**src/rtl/control_pkg.sv**
```systemverilog
// Shared types and encodings for the multicycle RV32I control unit.
// Holds FSM states, opcode constants, select encodings and control bundles.
package control_pkg;

    typedef enum logic [2:0] {
        IDLE   = 3'd0,
        FETCH  = 3'd1,
        DECODE = 3'd2,
        EXEC   = 3'd3,
        MEM    = 3'd4,
        WB     = 3'd5,
        HALTED = 3'd6
    } state_t;

    localparam logic [6:0] OPC_LOAD     = 7'b0000011;
    localparam logic [6:0] OPC_MISC_MEM = 7'b0001111;
    localparam logic [6:0] OPC_OP_IMM   = 7'b0010011;
    localparam logic [6:0] OPC_AUIPC    = 7'b0010111;
    localparam logic [6:0] OPC_STORE    = 7'b0100011;
    localparam logic [6:0] OPC_OP       = 7'b0110011;
    localparam logic [6:0] OPC_LUI      = 7'b0110111;
    localparam logic [6:0] OPC_BRANCH   = 7'b1100011;
    localparam logic [6:0] OPC_JALR     = 7'b1100111;
    localparam logic [6:0] OPC_JAL      = 7'b1101111;
    localparam logic [6:0] OPC_SYSTEM   = 7'b1110011;

    localparam logic       ADDR_SEL_PC     = 1'b0;
    localparam logic       ADDR_SEL_RESULT = 1'b1;

    localparam logic [1:0] RD_SEL_ALU  = 2'd0;
    localparam logic [1:0] RD_SEL_LOAD = 2'd1;
    localparam logic [1:0] RD_SEL_PC4  = 2'd2;
    localparam logic [1:0] RD_SEL_CSR  = 2'd3;

    localparam logic [1:0] INSEL1_RS1  = 2'd0;
    localparam logic [1:0] INSEL1_PC   = 2'd1;
    localparam logic [1:0] INSEL1_ZERO = 2'd2;

    localparam logic [1:0] INSEL2_RS2  = 2'd0;
    localparam logic [1:0] INSEL2_IMM  = 2'd1;
    localparam logic [1:0] INSEL2_FOUR = 2'd2;

    localparam logic       PC_SEL_PC4 = 1'b0;
    localparam logic       PC_SEL_ALU = 1'b1;

    // Branches pick their PC source from the comparator at EXEC time.
    typedef enum logic [1:0] {
        PC_SRC_PC4 = 2'd0,
        PC_SRC_ALU = 2'd1,
        PC_SRC_CMP = 2'd2
    } pc_src_t;

    typedef struct packed {
        logic       store;
        logic       write_rd;
        logic       write_csr;
        logic       write_pc;
        logic [1:0] rd_sel;
        logic [1:0] alu_insel1;
        logic [1:0] alu_insel2;
        pc_src_t    pc_src;
    } exec_ctrl_t;

    typedef struct packed {
        logic       store;
        logic       write_pc;
        logic       write_ir;
        logic       write_rd;
        logic       write_csr;
        logic       mem_read;
        logic       mem_write;
        logic       addr_sel;
        logic [1:0] rd_sel;
        logic [1:0] alu_insel1;
        logic [1:0] alu_insel2;
        logic       pc_sel;
        logic       halted;
    } ctrl_bundle_t;

endpackage

```
**src/rtl/control_decode.sv**
```systemverilog
// Combinational instruction classifier: legality, whether EXEC hands off to MEM,
// and the strobe/select vector driven during EXEC.
module control_decode
    import control_pkg::*;
(
    input  logic [6:0] opcode,
    input  logic [2:0] f3,
    output logic       legal,
    output logic       to_mem,
    output logic       is_load,
    output exec_ctrl_t exec_ctrl
);

    always_comb begin
        legal     = 1'b1;
        to_mem    = 1'b0;
        is_load   = 1'b0;
        exec_ctrl = '0;
        case (opcode)
            OPC_OP, OPC_OP_IMM: begin
                exec_ctrl.alu_insel1 = INSEL1_RS1;
                exec_ctrl.alu_insel2 = (opcode == OPC_OP_IMM) ? INSEL2_IMM : INSEL2_RS2;
                exec_ctrl.rd_sel     = RD_SEL_ALU;
                exec_ctrl.write_rd   = 1'b1;
                exec_ctrl.write_pc   = 1'b1;
                exec_ctrl.pc_src     = PC_SRC_PC4;
            end
            OPC_LUI, OPC_AUIPC: begin
                exec_ctrl.alu_insel1 = (opcode == OPC_LUI) ? INSEL1_ZERO : INSEL1_PC;
                exec_ctrl.alu_insel2 = INSEL2_IMM;
                exec_ctrl.rd_sel     = RD_SEL_ALU;
                exec_ctrl.write_rd   = 1'b1;
                exec_ctrl.write_pc   = 1'b1;
                exec_ctrl.pc_src     = PC_SRC_PC4;
            end
            OPC_JAL, OPC_JALR: begin
                exec_ctrl.alu_insel1 = (opcode == OPC_JAL) ? INSEL1_PC : INSEL1_RS1;
                exec_ctrl.alu_insel2 = INSEL2_IMM;
                exec_ctrl.rd_sel     = RD_SEL_PC4;
                exec_ctrl.write_rd   = 1'b1;
                exec_ctrl.write_pc   = 1'b1;
                exec_ctrl.pc_src     = PC_SRC_ALU;
            end
            OPC_BRANCH: begin
                exec_ctrl.alu_insel1 = INSEL1_PC;
                exec_ctrl.alu_insel2 = INSEL2_IMM;
                exec_ctrl.write_pc   = 1'b1;
                exec_ctrl.pc_src     = PC_SRC_CMP;
            end
            OPC_LOAD, OPC_STORE: begin
                exec_ctrl.alu_insel1 = INSEL1_RS1;
                exec_ctrl.alu_insel2 = INSEL2_IMM;
                exec_ctrl.store      = 1'b1;
                to_mem               = 1'b1;
                is_load              = (opcode == OPC_LOAD);
                // Only byte/half/word (and their unsigned loads) exist in RV32I.
                if (opcode == OPC_LOAD)
                    legal = !(f3 == 3'b011 || f3 == 3'b110 || f3 == 3'b111);
                else
                    legal = (f3 <= 3'b010);
            end
            OPC_SYSTEM: begin
                exec_ctrl.rd_sel    = RD_SEL_CSR;
                exec_ctrl.write_rd  = 1'b1;
                exec_ctrl.write_csr = 1'b1;
                exec_ctrl.write_pc  = 1'b1;
                exec_ctrl.pc_src    = PC_SRC_PC4;
                legal               = !(f3 == 3'b000 || f3 == 3'b100);
            end
            OPC_MISC_MEM: begin
                exec_ctrl.write_pc = 1'b1;
                exec_ctrl.pc_src   = PC_SRC_PC4;
            end
            default: legal = 1'b0;
        endcase
    end

endmodule

```
**src/rtl/control_fsm.sv**
```systemverilog
// Multicycle RV32I control unit: sequences fetch/decode/exec/mem/wb, owns the
// debug halt boundary and the sticky illegal-instruction flag.
module control_fsm
    import control_pkg::*;
#(
    parameter bit HALT_ON_RESET = 1'b0
) (
    input  logic       clk,
    input  logic       rst_n,
    input  logic [6:0] opcode,
    input  logic [2:0] f3,
    input  logic       mem_complete_read,
    input  logic       mem_complete_write,
    input  logic       cmp_true,
    input  logic       halt_req,
    input  logic       resume_req,
    output logic       store,
    output logic       write_pc,
    output logic       write_ir,
    output logic       write_rd,
    output logic       write_csr,
    output logic       mem_read,
    output logic       mem_write,
    output logic       addr_sel,
    output logic [1:0] rd_sel,
    output logic [1:0] alu_insel1,
    output logic [1:0] alu_insel2,
    output logic       pc_sel,
    output logic       halted,
    output logic       illegal_insn
);

    state_t       state_q, state_d;
    logic         illegal_q, illegal_d;
    logic         insn_legal;
    logic         exec_to_mem;
    logic         exec_is_load;
    logic         retire;
    exec_ctrl_t   exec_ctrl;
    ctrl_bundle_t ctrl;

    control_decode u_decode (
        .opcode    (opcode),
        .f3        (f3),
        .legal     (insn_legal),
        .to_mem    (exec_to_mem),
        .is_load   (exec_is_load),
        .exec_ctrl (exec_ctrl)
    );

    always_comb begin
        ctrl      = '0;
        state_d   = state_q;
        illegal_d = illegal_q;
        retire    = 1'b0;
        case (state_q)
            IDLE: state_d = (halt_req || HALT_ON_RESET) ? HALTED : FETCH;
            FETCH: begin
                ctrl.mem_read = 1'b1;
                ctrl.addr_sel = ADDR_SEL_PC;
                if (mem_complete_read) begin
                    ctrl.write_ir = 1'b1;
                    state_d       = DECODE;
                end
            end
            DECODE: begin
                if (insn_legal) begin
                    state_d = EXEC;
                end else begin
                    state_d   = HALTED;
                    illegal_d = 1'b1;
                end
            end
            EXEC: begin
                ctrl.store      = exec_ctrl.store;
                ctrl.write_rd   = exec_ctrl.write_rd;
                ctrl.write_csr  = exec_ctrl.write_csr;
                ctrl.write_pc   = exec_ctrl.write_pc;
                ctrl.rd_sel     = exec_ctrl.rd_sel;
                ctrl.alu_insel1 = exec_ctrl.alu_insel1;
                ctrl.alu_insel2 = exec_ctrl.alu_insel2;
                case (exec_ctrl.pc_src)
                    PC_SRC_ALU: ctrl.pc_sel = PC_SEL_ALU;
                    PC_SRC_CMP: ctrl.pc_sel = cmp_true;
                    default:    ctrl.pc_sel = PC_SEL_PC4;
                endcase
                if (exec_to_mem)
                    state_d = MEM;
                else
                    retire = 1'b1;
            end
            MEM: begin
                ctrl.addr_sel = ADDR_SEL_RESULT;
                if (exec_is_load) begin
                    ctrl.mem_read = 1'b1;
                    if (mem_complete_read)
                        state_d = WB;
                end else begin
                    ctrl.mem_write = 1'b1;
                    if (mem_complete_write) begin
                        ctrl.write_pc = 1'b1;
                        ctrl.pc_sel   = PC_SEL_PC4;
                        retire        = 1'b1;
                    end
                end
            end
            WB: begin
                ctrl.rd_sel   = RD_SEL_LOAD;
                ctrl.write_rd = 1'b1;
                ctrl.write_pc = 1'b1;
                ctrl.pc_sel   = PC_SEL_PC4;
                retire        = 1'b1;
            end
            HALTED: begin
                ctrl.halted = 1'b1;
                if (resume_req && !halt_req) begin
                    state_d   = FETCH;
                    illegal_d = 1'b0;
                end
            end
            default: state_d = IDLE;
        endcase
        // Halt requests are only honoured at an instruction boundary.
        if (retire)
            state_d = halt_req ? HALTED : FETCH;
    end

    always_ff @(posedge clk or negedge rst_n) begin
        if (!rst_n) begin
            state_q   <= IDLE;
            illegal_q <= 1'b0;
        end else begin
            state_q   <= state_d;
            illegal_q <= illegal_d;
        end
    end

    assign store        = ctrl.store;
    assign write_pc     = ctrl.write_pc;
    assign write_ir     = ctrl.write_ir;
    assign write_rd     = ctrl.write_rd;
    assign write_csr    = ctrl.write_csr;
    assign mem_read     = ctrl.mem_read;
    assign mem_write    = ctrl.mem_write;
    assign addr_sel     = ctrl.addr_sel;
    assign rd_sel       = ctrl.rd_sel;
    assign alu_insel1   = ctrl.alu_insel1;
    assign alu_insel2   = ctrl.alu_insel2;
    assign pc_sel       = ctrl.pc_sel;
    assign halted       = ctrl.halted;
    assign illegal_insn = illegal_q;

endmodule
```
**config.mk**
```make
export PLATFORM = sky130hd
export DESIGN_NAME = control_fsm
export DESIGN_NICKNAME = d
export VERILOG_FILES = /design/src/rtl/control_pkg.sv /design/src/rtl/control_decode.sv /design/src/rtl/control_fsm.sv
export SDC_FILE = /design/constraint.sdc
export NUM_CORES = 1
export LEC_CHECK = 0
export ABC_AREA = 0
export BUFFER_PORTS_ARGS = -buffer_cell sky130_fd_sc_hd__buf_2
export CORE_AREA = 2 2 45 47
export CTS_CLUSTER_DIAMETER = 200
export DETAILED_ROUTE_END_ITERATION = 10
export DIE_AREA = 0 0 47 49
export HOLD_SLACK_MARGIN = 0.12
export PLACE_DENSITY = 0.74
export SKIP_CTS_REPAIR_TIMING = 1
export SYNTH_ARGS = -nofsm -noshare
export SYNTH_HDL_FRONTEND = slang
export SYNTH_SLANG_ARGS = --single-unit
```
**constraint.sdc**
```tcl
create_clock -name clk -period 2.6 [get_ports clk]
set_input_delay 0.13 -clock clk [delete_from_list [all_inputs] [get_ports clk]]
set_output_delay 0.13 -clock clk [all_outputs]
set_load 0.02 [all_outputs]
```
==> metrics.log <==
[metrics] result of the run: complete, no violations
[metrics] Pre-Repair DR Iteration Count: 4
[metrics] CTS tree: done
[metrics] worst skew pair latency: 240 ps
[metrics] half-perimeter wire length after placement: 1636 µm
[metrics] number of inserted diodes: 0
[metrics] kind of critical path: flip-flop to primary output
[metrics] H-tree Lvls: 1
[metrics] sequential share of the synthesized area: 12.68%
[metrics] Final Critical Period: 1940 ps
[metrics] Core Region: 1842 µm²
[metrics] final cell count without fillers: 173
[metrics] number of DRC violations after detailed-routing iteration 0: 25
[metrics] clock slew seen by the registers of the worst setup and hold paths: 40 ps
[metrics] residual overflow from global routing: 0
[metrics] final worst setup slack: 659.7 ps
[metrics] average instance area after synthesis: 6.579 µm²
[metrics] clk buf depth: 2
[metrics] maximum number of pins on one net before global-route repair: 14
[metrics] detail-routed via count per cell: 5.694
[metrics] initial antenna violation count: 0
[metrics] CP top delay family: flip-flops
[metrics] Net Sw Frac: 53.43%
[metrics] number of sinks on the clock net: 4
[metrics] xor/xnor share of the synthesized area: 1.109%
[metrics] final cell utilization of the core: 51.70%
[metrics] share of cells above drive strength 1: 26.71%
[metrics] Peak VDD IR: 0.6866 mV
[metrics] Avg WL per Cell: 11.88 µm
[metrics] proportion of synthesized area in mux cells: 1.426%
[metrics] number of cells in the design after placement: 169
[metrics] slowest cell on the critical path: dfrtp_1
[metrics] Final Hold Vio Count: 0
[metrics] adder and majority gate portion of the synthesized area: 3.170%
[metrics] number of nets in the layout: 167
[metrics] Worst Setup Start Kind: flip-flop
[metrics] ANT nets after route: 0
[metrics] Sum Neg Setup Slack: 0 ps
[metrics] power share of the combinational group: 65.7%
[metrics] vias: 985
[metrics] global placer's final weighted congestion: 0.9802
[metrics] number of buffers added by the clock tree synthesis step: 3
[metrics] Power Internal: 0.0003327 W
[metrics] post-place instance area: 919.6 µm²
[metrics] Rows: 16
[metrics] root buffer selected by CTS: clkbuf_4
[metrics] unrepaired setup endpoints after global routing: no
[metrics] pre-CTS setup slack: 761.8 ps
[metrics] Max FO, Critical Path: 12
[metrics] CP bufs+invs: 2
[metrics] clock skew: 7.690 ps
[metrics] Global Route Usage Sum: 19.40%
[metrics] number of distinct library cell variants in the gate-level netlist after synthesis: 39
[metrics] main combinational cell family by area after synthesis: simple AND/OR/NAND/NOR gates
[metrics] Finish-stage setup viols: 0
[metrics] total of buffers placed on input and output ports: 32
[metrics] nature of the critical path endpoint: primary output
[metrics] data required time of the critical path: 2470 ps
[metrics] number of top-level pins: 34
[metrics] power density normalized to cell area: 750.2 nW/µm²
[metrics] signal arrival time at the worst endpoint: 1810 ps
[metrics] complex-gate fraction of the synthesized area: 31.54%
[metrics] number of remaining DRC errors: 0
[metrics] area added between synthesis and finish: 20.60%
[metrics] Die Footprint: 2303 µm²
[metrics] cell area after technology mapping: 789.5 µm²
[metrics] die span in y: 49 µm
[metrics] Post-Syn Instances: 120
[metrics] first-pass GRT wire length: 3450 µm
[metrics] final period utilization: 74.63%
[metrics] WL final: 2056 µm
[metrics] final design area excluding fillers: 952.2 µm²
[metrics] clock share of power: 10.8%
[metrics] Leakage Power: 0.4511 nW
[metrics] Net Switching: 0.0003816 W
[metrics] floorplan die width: 47 µm
[metrics] delay contributed by the slowest stage of the critical path: 510 ps
[metrics] simple-gate area share of the yosys netlist: 39.14%
[metrics] sequence of cells on the critical path: inv_1 > nand2_1 > nor2_1 > o21ai_0 > a21oi_1 > buf_2
[metrics] max-slew violation total from the final report: 0
[metrics] effective utilization at floorplan: 42.87%
[metrics] vias in the first global route: 866
[metrics] max-cap violations: 0
[metrics] worst hold-check path type: input pin to asynchronous set/reset pin
[metrics] timing-limited maximum frequency: 515.4 MHz
[metrics] Synth Net Count: 139
[metrics] sequential cell fraction of total power: 23.5%
[metrics] number of synthesis warnings: 0
[metrics] number of flip-flops and latches in the synthesized netlist: 4
[worst paths after layout]
path | startpoint | endpoint | slack, ps | cells past startpoint
worst max-delay path | state_q[2] | write_rd | 660 | 6
max in group asynchronous | rst_n | state_q[1] | 2250 | 2
min in group clk | halt_req | state_q[1] | 220 | 3
worst min-delay path | rst_n | state_q[0] | 220 | 2
worst min register to register | illegal_insn | illegal_insn | 500 | 2
worst max register to register | state_q[1] | state_q[0] | 740 | 5
[per-stage QoR]
stage	hold slack, ps	total power [W]
after floorplan	-165.6	0.0005179
after global placement	-59.89	0.0006177
after detailed placement	-60.86	0.0006299
after CTS	-307.7	0.0007104
after global routing	230.3	0.0007779
final	223.3	0.0007143
[sequential cells by signal (all words and copies together), names as in the netlist]
| signal | cells |
|---|---|
| illegal_insn | 1 |
| state_q | 3 |
[power groups by stage]
stage | registers (W) | logic [W] | clock network, W
2_1_floorplan | 0.000116 | 0.000402 | 0
3_3_place_gp | 0.000163 | 0.000455 | 0
3_5_place_dp | 0.000167 | 0.000463 | 0
4_1_cts | 0.000167 | 0.000466 | 0.0000775
5_1_grt | 0.000177 | 0.000517 | 0.0000843
6_report | 0.000168 | 0.000469 | 0.0000771
[layer usage]
layer / up-vias / part of all wire (%) / GRT usage, %
met2: 35 / 51 / 33.56
met3: 2 / 6.1 / 3.333
met4: 0 / 0.83 / 2.778
li1: 485 / - / -
met5: - / 0 / 0
met1: 463 / 42 / 24.83
[final cells by class]
type | count | area [µm²]
fill | 210 | 889.6
multi-input combinational | 101 | 606.8
timing repair buffer | 33 | 170.2
sequential | 4 | 100.1
tap | 27 | 33.78
clock buffer | 3 | 22.52
inverter | 5 | 18.77
[synthesized netlist by cell type (all sizes together)]
cell type / number / area, µm²
o31ai: 3 / 22.52
a21oi: 9 / 45.04
nor2: 15 / 56.30
a41o: 1 / 10.01
o311ai: 1 / 8.760
nand4: 1 / 6.260
nand2b: 6 / 37.54
conb: 1 / 3.750
a21bo: 1 / 10.01
inv: 5 / 18.77
a211oi: 1 / 7.510
dfrtp: 4 / 100.1
nor3b: 1 / 7.510
a21o: 1 / 7.510
nand3b: 1 / 7.510
o221a: 1 / 11.26
nand2: 15 / 56.30
or3: 3 / 18.77
a21boi: 1 / 7.510
nor2b: 1 / 6.260
nor3: 6 / 30.03
nand3: 6 / 30.03
and2: 3 / 18.77
and3b: 1 / 8.760
mux2: 1 / 11.26
a311o: 1 / 11.26
nor4bb: 1 / 25.02
a22oi: 2 / 15.01
o22ai: 2 / 12.51
clkbuf: 3 / 11.26
a211o: 1 / 8.760
xnor2: 1 / 8.760
ha: 2 / 25.02
o21a: 2 / 15.01
a311oi: 3 / 26.28
o21ai: 6 / 30.03
buf: 7 / 52.54
[cell usage in the layout, fill, tap and decap left out]
cell / instances
buf_2: 32
nand2_1: 15
nor2_1: 15
a21oi_1: 9
nand3_1: 6
nand2b_1: 6
nor3_1: 6
o21ai_0: 6
inv_1: 5
dfrtp_1: 4
and2_1: 3
or3_1: 3
o31ai_1: 3
a311oi_1: 3
clkbuf_4: 3
o21a_1: 2
o22ai_1: 2
a22oi_1: 2
ha_1: 2
and3b_1: 1
nor4bb_4: 1
a211o_1: 1
nor3b_1: 1
mux2_2: 1
xnor2_1: 1
a311o_2: 1
o311ai_1: 1
nand3b_1: 1
a21o_1: 1
nand4_1: 1
a41o_1: 1
a21bo_2: 1
o221a_1: 1
nor2b_1: 1
a21boi_0: 1
a211oi_1: 1
conb_1: 1
dlygate4sd3_1: 1
[logic make-up (layout without fill, tap and decap cells)]
kind of cell,Yosys count,in the layout
XOR/XNOR,1,1
other,1,1
adder cells (fa/ha/maj),2,2
AND/OR/NAND/NOR,60,60
flip-flops,4,4
AO/OA/AOI/OAI,36,36
multiplexers,1,1
buffers and inverters,15,41
No activity file was read; power rests on OpenSTA's default activity.
